==> src/rtl/led_pattern_gen.sv <==
// led_pattern_gen: multi-channel LED pattern generator.
// One shared prescaler produces a tick every 2^CBITS clocks and one shared
// DBITS-bit PWM counter runs every clock, so all channels stay phase-aligned.
// Each channel holds its own mode (off/on/blink/pwm/burst/breathe) and is
// reconfigured through a single-cycle write strobe.
// Optional feature macro: LED_PATTERN_BREATHE_EN enables mode 5 (BREATHE);
// without it no breathe registers exist and mode 5 decodes as OFF.
//
// Per-channel mode state:
//   state      | meaning
//   M_OFF      | led held low
//   M_ON       | led held high
//   M_BLINK    | led = phase, phase toggles on every tick
//   M_PWM      | led = pwm_cnt < duty (duty held in cnt_q)
//   M_BURST    | led = phase, counted pulses, cnt_q = pulses remaining
//   M_BREATHE  | led = pwm_cnt < bduty, bduty ramps up/down one step per tick
//   M_RSV6/7   | reserved, behaves as OFF

module led_pattern_gen #(
    parameter  int NCHAN = 3,
    parameter  int CBITS = 21,
    parameter  int DBITS = 8,
    localparam int CW    = $clog2(NCHAN)
) (
    input  logic             i_clk,
    input  logic             i_rst_n,
    input  logic             i_wr,
    input  logic [CW-1:0]    i_chan,
    input  logic [2:0]       i_mode,
    input  logic [DBITS-1:0] i_arg,
    output logic [NCHAN-1:0] o_led,
    output logic [NCHAN-1:0] o_done
);

    typedef enum logic [2:0] {
        M_OFF     = 3'd0,
        M_ON      = 3'd1,
        M_BLINK   = 3'd2,
        M_PWM     = 3'd3,
        M_BURST   = 3'd4,
        M_BREATHE = 3'd5,
        M_RSV6    = 3'd6,
        M_RSV7    = 3'd7
    } mode_e;

    localparam logic [CBITS-1:0] PRE_MAX = '1;
    localparam logic [DBITS-1:0] D_MAX   = '1;
    localparam logic [DBITS-1:0] D_ONE   = DBITS'(1);

    // Shared timebase
    logic [CBITS-1:0] pre_q, pre_d;
    logic [DBITS-1:0] pwm_q, pwm_d;
    logic             tick;

    // Per-channel state
    mode_e            mode_q [NCHAN];
    mode_e            mode_d [NCHAN];
    logic [DBITS-1:0] cnt_q  [NCHAN];
    logic [DBITS-1:0] cnt_d  [NCHAN];
    logic [NCHAN-1:0] phase_q, phase_d;
    logic [NCHAN-1:0] led_q, led_d;
    logic [NCHAN-1:0] done_q, done_d;
    logic [NCHAN-1:0] wr_hit;

`ifdef LED_PATTERN_BREATHE_EN
    logic [DBITS-1:0] bduty_q [NCHAN];
    logic [DBITS-1:0] bduty_d [NCHAN];
    // 0 = ramping up, 1 = ramping down
    logic [NCHAN-1:0] bdir_q, bdir_d;
`endif

    assign tick = (pre_q == PRE_MAX);

    // Free-running prescaler and PWM counter; both simply wrap.
    always_comb begin
        pre_d = pre_q + 1'b1;
        pwm_d = pwm_q + 1'b1;
    end

    // Decode the write strobe into a per-channel hit; an out-of-range
    // channel number matches nothing and the write is dropped.
    always_comb begin
        wr_hit = '0;
        for (int n = 0; n < NCHAN; n++) begin
            wr_hit[n] = i_wr && (i_chan == CW'(n));
        end
    end

    // Per-channel next-state and registered LED/done values.
    always_comb begin
        for (int n = 0; n < NCHAN; n++) begin
            mode_d[n]  = mode_q[n];
            cnt_d[n]   = cnt_q[n];
            phase_d[n] = phase_q[n];
            done_d[n]  = 1'b0;
            led_d[n]   = 1'b0;
`ifdef LED_PATTERN_BREATHE_EN
            bduty_d[n] = bduty_q[n];
            bdir_d[n]  = bdir_q[n];
`endif

            // LED follows the state held before this edge, giving the
            // single cycle of latency from a write to the pin.
            case (mode_q[n])
                M_ON:             led_d[n] = 1'b1;
                M_BLINK, M_BURST: led_d[n] = phase_q[n];
                M_PWM:            led_d[n] = (pwm_q < cnt_q[n]);
`ifdef LED_PATTERN_BREATHE_EN
                M_BREATHE:        led_d[n] = (pwm_q < bduty_q[n]);
`endif
                default:          led_d[n] = 1'b0;
            endcase

            if (wr_hit[n]) begin
                // A write always wins over a tick in the same cycle and
                // silently cancels any burst in progress.
                mode_d[n]  = mode_e'(i_mode);
                cnt_d[n]   = i_arg;
                phase_d[n] = 1'b0;
                case (mode_e'(i_mode))
                    M_BLINK: phase_d[n] = 1'b1;
                    M_BURST: begin
                        if (i_arg == '0) begin
                            // Empty burst completes immediately.
                            mode_d[n] = M_OFF;
                            done_d[n] = 1'b1;
                        end else begin
                            phase_d[n] = 1'b1;
                        end
                    end
`ifdef LED_PATTERN_BREATHE_EN
                    M_BREATHE: begin
                        bduty_d[n] = '0;
                        bdir_d[n]  = 1'b0;
                    end
`endif
                    default: ;
                endcase
            end else if (tick) begin
                case (mode_q[n])
                    M_BLINK: phase_d[n] = ~phase_q[n];
                    M_BURST: begin
                        if (phase_q[n]) begin
                            phase_d[n] = 1'b0;
                            cnt_d[n]   = cnt_q[n] - 1'b1;
                        end else if (cnt_q[n] != '0) begin
                            phase_d[n] = 1'b1;
                        end else begin
                            mode_d[n] = M_OFF;
                            done_d[n] = 1'b1;
                        end
                    end
`ifdef LED_PATTERN_BREATHE_EN
                    M_BREATHE: begin
                        if (!bdir_q[n]) begin
                            bduty_d[n] = bduty_q[n] + 1'b1;
                            if (bduty_q[n] == D_MAX - D_ONE) bdir_d[n] = 1'b1;
                        end else begin
                            bduty_d[n] = bduty_q[n] - 1'b1;
                            if (bduty_q[n] == D_ONE) bdir_d[n] = 1'b0;
                        end
                    end
`endif
                    default: ;
                endcase
            end
        end
    end

    // State registers with synchronous active-low reset; reset beats a
    // simultaneous write and drops any pending done pulse.
    always_ff @(posedge i_clk) begin
        if (!i_rst_n) begin
            pre_q   <= '0;
            pwm_q   <= '0;
            phase_q <= '0;
            led_q   <= '0;
            done_q  <= '0;
            for (int n = 0; n < NCHAN; n++) begin
                mode_q[n] <= M_OFF;
                cnt_q[n]  <= '0;
            end
        end else begin
            pre_q   <= pre_d;
            pwm_q   <= pwm_d;
            phase_q <= phase_d;
            led_q   <= led_d;
            done_q  <= done_d;
            for (int n = 0; n < NCHAN; n++) begin
                mode_q[n] <= mode_d[n];
                cnt_q[n]  <= cnt_d[n];
            end
        end
    end

`ifdef LED_PATTERN_BREATHE_EN
    // Breathe ramp registers, present only when the feature is built.
    always_ff @(posedge i_clk) begin
        if (!i_rst_n) begin
            bdir_q <= '0;
            for (int n = 0; n < NCHAN; n++) begin
                bduty_q[n] <= '0;
            end
        end else begin
            bdir_q <= bdir_d;
            for (int n = 0; n < NCHAN; n++) begin
                bduty_q[n] <= bduty_d[n];
            end
        end
    end
`endif

    assign o_led  = led_q;
    assign o_done = done_q;

endmodule
==> config.mk <==
export PLATFORM = sky130hd
export DESIGN_NAME = led_pattern_gen
export DESIGN_NICKNAME = d
export VERILOG_FILES = /design/src/rtl/led_pattern_gen.sv
export SDC_FILE = /design/constraint.sdc
export NUM_CORES = 1
export LEC_CHECK = 0
export ABC_AREA = 1
export BUFFER_PORTS_ARGS = -buffer_cell sky130_fd_sc_hd__buf_2
export CORE_MARGIN = 2
export CORE_UTILIZATION = 62
export DETAILED_ROUTE_END_ITERATION = 12
export GPL_TIMING_DRIVEN = 0
export PLACE_DENSITY = 0.8
export SKIP_CTS_REPAIR_TIMING = 1
export SYNTH_ARGS = -nofsm -noshare
export SYNTH_HDL_FRONTEND = slang
export SYNTH_SLANG_ARGS = --single-unit
export TNS_END_PERCENT = 50
==> constraint.sdc <==
create_clock -name i_clk -period 2 [get_ports i_clk]
set_input_delay 0.2 -clock i_clk [delete_from_list [all_inputs] [get_ports i_clk]]
set_output_delay 0.2 -clock i_clk [all_outputs]
set_load 0.01 [all_outputs]
Word level (Yosys, flattened, before mapping). Memories as Yosys holds them, arrays and structs flattened. Cells that the tools add are included.

Bitwise operators: 9. Order comparisons: 3. Eq/ne operators: 17. Reductions and logical operators: 20. Mux-type cells: 74. Add/sub/neg operators: 5.

Operators by type and width (number): 2-to-1 mux 8 bit (15); 2-to-1 mux 3 bit (20); 2-to-1 mux 1 bit (32); < comparator 8 bit (3); nonzero test 8 bit (3); subtractor 8 x 1 -> 8 bit (second input constant) (3); adder 21 x 1 -> 21 bit (second input constant) (1); == test 21 bit (second input constant) (1); == test 3 x 2 -> 1 bit (second input constant) (7); == test 3 bit (second input constant) (4); == test 3 x 1 -> 1 bit (second input constant) (3); one-hot mux 1 bit (3 select lines) (3); nonzero test 3 bit (3); adder 8 x 1 -> 8 bit (second input constant) (1); logical NOT 8 bit (1); one-hot mux 1 bit (2 select lines) (4); bitwise OR 1 bit (6); AND reduction 2 bit (3); nonzero test 2 bit (3); OR reduction 2 bit (3); logical AND 1 bit (3); inverter 1 bit (3); == test 2 x 1 -> 1 bit (second input constant) (1); == test 2 bit (second input constant) (1); logical NOT 2 bit (1).

Word-level logic and storage cells: 137. Input bits: 16. Output and inout port bits: 6. Bits in writable memories: 33. Register bits after elaboration: 38. Memories kept: 2.

Memory list: cnt_q (depth 3, bits a word 8, rd ports 3, clocked after memory_dff 0, wr ports 3, line 58) `logic [DBITS-1:0] cnt_q [NCHAN];`; mode_q (depth 3, bits a word 3, rd ports 3, clocked after memory_dff 0, wr ports 3, line 56) `mode_e mode_q [NCHAN];`.

Depth between registers and ports, before layout. Gate-level depths: netlist (run 1).

Depth after elaboration: 7. Gate-level depth with buffers: 11. Gate-level depth less buffers: 11.

Worst setup path before layout (run 1). Ideal clock, no wire load.

Path kind: reg-to-reg. From: register pre_q[0]. To: register pre_q[20]. Data arrival time: 1325 ps. Data required time: 1885 ps. Path buffers: 0. Setup slack: 561 ps. Setup time: 115 ps. Cell stages (with the launch flop): 11. Cells stage by stage: dfxtp_1 -> ha_1 -> nand3_1 -> inv_2 -> nand2_1 -> nor2_2 -> inv_2 -> nor2_4 -> inv_2 -> o21ai_1 -> nor2_1.

Cells in the longest elaborated chain, start to end: 1.

Ends and longest elaborated chain: start: declaration (line 51) `logic [CBITS-1:0] pre_q, pre_d;`; start signal: assignment (line 184) `pre_q <= pre_d;`; adder 21 x 1 -> 21 bit (line 76) `pre_d = pre_q + 1'b1;`.

Every way passes these cells. A chain may end at the register's enable or synchronous reset.

Worst setup path after layout (run 1).
From: register pre_q[0]. To: register done_q[1] (netlist: o_done[1]).

Cells in the longest elaborated chain, start to end: 3.

Ends and longest elaborated chain: == test 21 bit (line 72) `assign tick = (pre_q == PRE_MAX);`; 2-to-1 mux 1 bit (line 139) `end else if (tick) begin`; 2-to-1 mux 1 bit (line 114) `if (wr_hit[n]) begin`; end signal: assignment (line 188) `done_q <= done_d;`; end: declaration (line 62) `logic [NCHAN-1:0] done_q, done_d;`.

Every way passes these cells.

==> impl_metrics.toml, run 1 <==
[synthesis]
synth_area_sq_mm = 0.00449
sequential_element_share_of_the_synthesized_area_pct = 31.7
yosys_register_bits = 71
synth.net_count = 738
synthesis.area_per_instance_sq_um = 6.47
post_synth_edffs = 0
number_of_instances_in_the_synthesized_netlist = 693
synth_ff_type = "sky130_fd_sc_hd__dfxtp_1"
yosys.cell_types.count = 34
synth.yosys.warnings = 0
synth-async-reset-ratio_pct = 0

[clocking]
cts.htree.levels = 3
cts_made_buffers = 9
worstSkewPairLatency_ns = 0.37
tritoncts_num_sinks = 71
largest_buffer_count_on_any_clock_path = 2
cts_tree = "built"
clock_tree.root_cell = "sky130_fd_sc_hd__clkbuf_8"
clk_pin_slew_ns = 0.09

[route]
routed_wire_length_per_instance_um = 13.7
detail_route.first_pass.iterations = 5
met3WireLength_um = 606
highest-signal-layer = "met4"
m1WireLength_um = 5020
detail_route.iter0.violations = 332
dr_total_vias = 4517
detail_route.vias_per_cell = 5.46
drt_wl_total_um = 11300
route.met2.wl_um = 5490
count_of_antenna_violating_nets_left_after_detailed_routing = 0
drc = 0

[sta]
setup_violations = 0
hold_viol_final = 0
drv_slew = 0
worst_slack_ns = 0.330
whs_ns = 0.137
layout_worst_path_cycle_share_pct = 83.5
slew_worst_pin_ns = 0.601
final_period_minus_worst_setup_slack_ns = 1.67
finClkSkew_ns = 0.0121
tns_ns = 0
fmax_mhz = 599
timing.slew.headroom_pct = 59.9
rsz0062_at_grt = "false"

[grt]
grt_first_pass_wirelength_um = 18100
initial_antenna_violation_count = 0
grt_max_degree = 16
first_global_vias = 3937
gr-usage-all-layers_pct = 30.0
grt_overflow_total = 0

[cells_and_area]
n_fill_cell = 683
area_delta_synth_final_pct = 9.15
nets = 769
stdcell_area_sq_mm = 0.00490
final-instance-count-excl-fill = 828
drive_above_1_share_pct = 10.4
final_core_util_pct = 68.6
antennaDiodeCount = 0

[floorplan]
fp.coreArea_sq_mm = 0.00714
die_w_um = 89.1
ios = 22
die_area_sq_mm = 0.00793
core.rowCount = 31
die_height_um = 89.1
initial_standard_cell_utilization_of_the_core_pct = 62.9

[placed_design]
place.port_buffers = 20
dpl_worst_slack_ns = 0.368
gp_congestion = 0.944
placed_cells_incl_taps = 812
dp_hpwl_um = 8460
placed_area_sq_mm = 0.00471

[worst_setup_path]
critical_path_fanouts_max = 10
setup.worst_path.end_class = "flip-flop"
crit_type = "flip-flop to flip-flop"
critical_path_arrival_ns = 1.94
critPathLaunchType = "flip-flop"
timing.critical_path.required_ns = 2.27

[power_and_ir_drop]
share_clk_of_total_power_pct = 38.1
leak_pwr_nw = 2.30
netSwitchingFraction_pct = 30.5
power.density_cell_area_mw_per_mm2 = 598
ir_worst_vdd_mv = 0.592
share_comb_of_total_power_pct = 11.8
net-switching-power_mw = 0.894
cellInternalPower_mw = 2.03
fin_total_pwr_mw = 2.93
p_seq_share_pct = 50.1

[job]
timing.max_cap.violations = 0

[run_status]
status = "finished clean"

[worst_hold_path]
hold_wc_path_type = "primary input to flip-flop"
==> critical path, cell delays in order, from the launching register on <==
cell and delay [ns]:
sky130_fd_sc_hd__dfxtp_1 0.36, sky130_fd_sc_hd__ha_1 0.19, sky130_fd_sc_hd__nand3_1 0.15, sky130_fd_sc_hd__nor2_4 0.18, sky130_fd_sc_hd__nand3_4 0.16, sky130_fd_sc_hd__nand2_4 0.18
sky130_fd_sc_hd__nand2_1 0.13, sky130_fd_sc_hd__nor3_1 0.24
==> cell usage in the layout (no fill, tap or decap), types with 4 or more instances in the layout <==
master,instances
sky130_fd_sc_hd__dfxtp_1,71
sky130_fd_sc_hd__buf_2,25
sky130_fd_sc_hd__nand2_1,181
sky130_fd_sc_hd__inv_2,12
sky130_fd_sc_hd__nand3_1,66
sky130_fd_sc_hd__nand3_4,4
sky130_fd_sc_hd__inv_1,74
sky130_fd_sc_hd__nor2_1,83
sky130_fd_sc_hd__ha_1,29
sky130_fd_sc_hd__o21ai_1,6
sky130_fd_sc_hd__o21ai_0,36
sky130_fd_sc_hd__o21a_1,6
sky130_fd_sc_hd__clkbuf_8,9
sky130_fd_sc_hd__clkbuf_1,5
sky130_fd_sc_hd__nand4_1,5
sky130_fd_sc_hd__nor3_1,8
sky130_fd_sc_hd__nand2_4,4
sky130_fd_sc_hd__a21oi_1,64
sky130_fd_sc_hd__nor2_2,5
==> state kept, by name, indices dropped and copies added (netlist names) <==
register / flops
cnt_q: 24
pre_q: 21
mode_q: 9
pwm_q: 8
o_done: 3
o_led: 3
phase_q: 3
==> layer usage <==
| layer | global-route usage (%) | up-vias |
|---|---|---|
| met5 | 0 | - |
| met4 | 8.01 | 0 |
| met3 | 5.72 | 19 |
| met2 | 52.2 | 131 |
| met1 | 38.2 | 2054 |
| li1 | - | 2313 |
==> cells by family (layout without fill, tap and decap cells) <==
kind of cell | Yosys count | in the layout | share of synthesized area, %
fa+ha+maj | 29 | 29 | 8.09
flops | 71 | 71 | 31.7
xor+xnor | 3 | 3 | 0.586
compound gates | 121 | 121 | 14.3
buf+inv | 102 | 138 | 9.01
simple gates | 367 | 367 | 36.3
==> layout make-up <==
type / instances / area (sq um) / share of cell area, %
Buffer: 14 / 73.8 / 1.51
Clock inverter: 7 / 62.6 / 1.28
Inverter: 88 / 330 / 6.75
Clock buffer: 9 / 124 / 2.53
Sequential cell: 71 / 1420 / 29.0
Multi-Input combinational cell: 520 / 2660 / 54.3
Tap cell: 99 / 124 / 2.53
Timing Repair Buffer: 20 / 100 / 2.04
==> power by group through the flow <==
stage	clock network, mW	logic, mW	registers (mW)
final	1.12	0.345	1.47
after global routing	1.18	0.392	1.47
after CTS	1.13	0.341	1.47
after detailed placement	0	0.338	1.50
after global placement	0	0.329	1.50
after floorplan	0	0.244	1.49
==> final timing paths <==
kind	startpoint	to	cells after the start	slack [ns]
setup / recovery	pre_q[0]	o_done[1]	7	0.33
hold / removal	i_mode[0]	mode_q[0][3]	3	0.14
setup reg to reg	pre_q[0]	o_done[1]	7	0.33
hold reg to reg	pre_q[0]	pre_q[0]	1	0.45
==> cell usage after synthesis, drive strengths merged, types with 2 or more instances <==
cell	n	area, sq um
a21oi	64	320
nand4	5	31.3
nand3	70	400
clkinv	2	7.51
nor2	90	365
nor3	10	60.1
o21ai	43	219
a31oi	2	12.5
buf	9	55.1
inv	86	323
nand3b	2	15.0
dfxtp	71	1420
ha	29	363
nand2	188	743
o21bai	3	22.5
o21a	6	45.0
xnor2	3	26.3
clkbuf	5	18.8
Power figures use the tool's default switching activity.
==> run 2: changes to the inputs <==
Settings changed: ABC_AREA 1 to 0, CORE_UTILIZATION 62 to 61.
Clock period 2 ns to 1.6 ns, I/O delays scaled along.
==> impl_metrics.toml, run 2 <==
[worst_setup_path]
crit_path_top_delay_cell = "sky130_fd_sc_hd__dfxtp_4"
timing.critical_path.cells = "ha_4, nand3_4, nor4_4, buf_6, nand4_1, buf_4, or3_1, a31oi_1"
worst_path_largest_cell_delay_ns = 0.38
critical_path_arrival_ns = 2.23
crit_type = "flip-flop to flip-flop"
critical_path_fanouts_max = 8
setup.worst_path.end_class = "flip-flop"
timing.critical_path.required_ns = 1.88
critPathLaunchType = "flip-flop"

[job]
timing.max_cap.violations = 0

[synthesis]
synth.yosys.warnings = 0
post_synth_most_frequent_cells = "sky130_fd_sc_hd__dfxtp_1 (71), sky130_fd_sc_hd__nand2_1 (36), sky130_fd_sc_hd__ha_1 (29), sky130_fd_sc_hd__inv_1 (28), sky130_fd_sc_hd__xnor2_1 (28)"
synth.net_count = 529
post-synth-top-area-fraction_pct = 34.5
yosys_register_bits = 71
number_of_instances_in_the_synthesized_netlist = 484
synth_area_sq_mm = 0.00412
yosys.cell_types.count = 48
yosysMostFrequentCell = "sky130_fd_sc_hd__dfxtp_1"
sequential_element_share_of_the_synthesized_area_pct = 34.5
yosys-top-cells-area = "sky130_fd_sc_hd__dfxtp_1 (35%), sky130_fd_sc_hd__ha_1 (8.8%), sky130_fd_sc_hd__xnor2_1 (6.0%), sky130_fd_sc_hd__and2_1 (4.1%), sky130_fd_sc_hd__nand4_1 (3.5%)"
synth-async-reset-ratio_pct = 0
synth_ff_type = "sky130_fd_sc_hd__dfxtp_1"
synthesis.area_per_instance_sq_um = 8.51
netlist.top_cell.by_area = "sky130_fd_sc_hd__dfxtp_1"
post_synth_edffs = 0

[placed_design]
place.port_buffers = 21
gp_congestion = 0.901
dp_hpwl_um = 7990

[floorplan]
fp.coreArea_sq_mm = 0.00642
die_height_um = 86.1
initial_standard_cell_utilization_of_the_core_pct = 64.1
ios = 22
die_w_um = 86.1
die_area_sq_mm = 0.00742
core.rowCount = 29

[cells_and_area]
largestRegisters = "cnt_q x24, pre_q x21, mode_q x9"
final_core_util_pct = 75.4
top_register = "cnt_q"
final_cell_mix = "sky130_fd_sc_hd__dfxtp_1 (55), sky130_fd_sc_hd__nand2_1 (35), sky130_fd_sc_hd__inv_1 (28), sky130_fd_sc_hd__ha_1 (28), sky130_fd_sc_hd__and2_1 (27)"
nets = 578
area_delta_synth_final_pct = 17.6
final_common_cell = "sky130_fd_sc_hd__dfxtp_1"
drive_above_1_share_pct = 18.8
antennaDiodeCount = 0
largest_register_ff_count = 24

[run_status]
failing_checks = "setup timing"
status = "finished with violations"

[clocking]
cts_tree = "built"
clock_tree.root_cell = "sky130_fd_sc_hd__clkbuf_8"
worstSkewPairLatency_ns = 0.36
clk_pin_slew_ns = 0.08
tritoncts_num_sinks = 71
largest_buffer_count_on_any_clock_path = 2
cts_made_buffers = 9
cts.htree.levels = 3

[route]
route.met2.wl_um = 5120
m1WireLength_um = 4880
routed_wire_length_per_instance_um = 18.6
dr_total_vias = 3889
highest-signal-layer = "met4"
drc = 0
met3WireLength_um = 991
detail_route.first_pass.iterations = 5
drt_wl_total_um = 11400
detail_route.iter0.violations = 345
count_of_antenna_violating_nets_left_after_detailed_routing = 0
detail_route.vias_per_cell = 6.32

[grt]
grt_first_pass_wirelength_um = 17900
initial_antenna_violation_count = 0
gr-usage-all-layers_pct = 31.4
grt_max_degree = 15
first_global_vias = 3606
grt_overflow_total = 0

[sta]
timing.slew.headroom_pct = 52.5
drv_slew = 0
whs_ns = 0.0959
slew_worst_pin_ns = 0.713
finClkSkew_ns = 0.00923
fmax_mhz = 513
worst_slack_ns = -0.351
layout_worst_path_cycle_share_pct = 122
final_period_minus_worst_setup_slack_ns = 1.95
setup_violations = 35
rsz0062_at_grt = "true"
hold_viol_final = 0

[power_and_ir_drop]
power.density_cell_area_mw_per_mm2 = 769
ir_worst_vdd_mv = 0.543
fin_total_pwr_mw = 3.72
leak_pwr_nw = 1.86

[worst_hold_path]
hold_wc_path_type = "primary input to flip-flop"
-- run 2: final cells by class --
class	count	area, sq um
fillers	492	1580
clock inverters	6	50.0
multi-input cells	370	2670
well taps	77	96.3
flip-flops and latches	71	1460
inverters	28	105
plain buffers	15	71.3
clock buffers	10	149
repair buffers	38	240
-- run 2: cells by family after synthesis --
family,Yosys count,share of synthesized area [%]
simple gates,201,28.0
compound gates,94,14.6
fa+ha+maj,29,8.81
xor+xnor,37,7.87
buf+inv,43,3.95
mux,9,2.28
flops,71,34.5
-- run 2: path summary, 6_finish.rpt --
check,from,end,slack (ns),depth (start not counted)
max,pre_q[1],cnt_q[0][14],-0.35,8
min,i_arg[0],cnt_q[0][8],0.1,3
max reg2reg,pre_q[1],cnt_q[0][14],-0.35,8
min reg2reg,pre_q[0],pre_q[0],0.45,1
-- run 2: critical path, delay by kind of cell (launching register included) --
| kind | cells | cell delay, ns |
|---|---|---|
| and+or+nand+nor | 4 | 0.82 |
| AOI/OAI and AO/OA | 1 | 0.16 |
| buffers and inverters | 2 | 0.38 |
| adders and majority gates | 1 | 0.15 |
| DFF | 1 | 0.38 |
-- run 2: metal layers --
metal	vias up	track usage, %
met5	-	0
met4	0	13.4
met3	40	5.49
met2	177	48.6
met1	1815	43.1
li1	1857	-
-- run 2: stage by stage --
stage	worst slack, ns	instances	TNS, ns	area (sq um)
finish	-0.351	615	-5.17	4840
global route	-0.457	615	-9.05	4840
CTS	-0.627	598	-14.00	4590
detailed placement	-0.621	582	-13.23	4390
global placement	-0.584	582	-11.47	4390
floorplan	-0.225	484	-1.13	4190
-- run 2: report_power, final --
part	switching (mW)	internal, mW	total [mW]
sequential	0.0730	1.81	1.89
clock	0.752	0.678	1.43
combinational	0.244	0.165	0.410
total	1.07	2.66	3.72
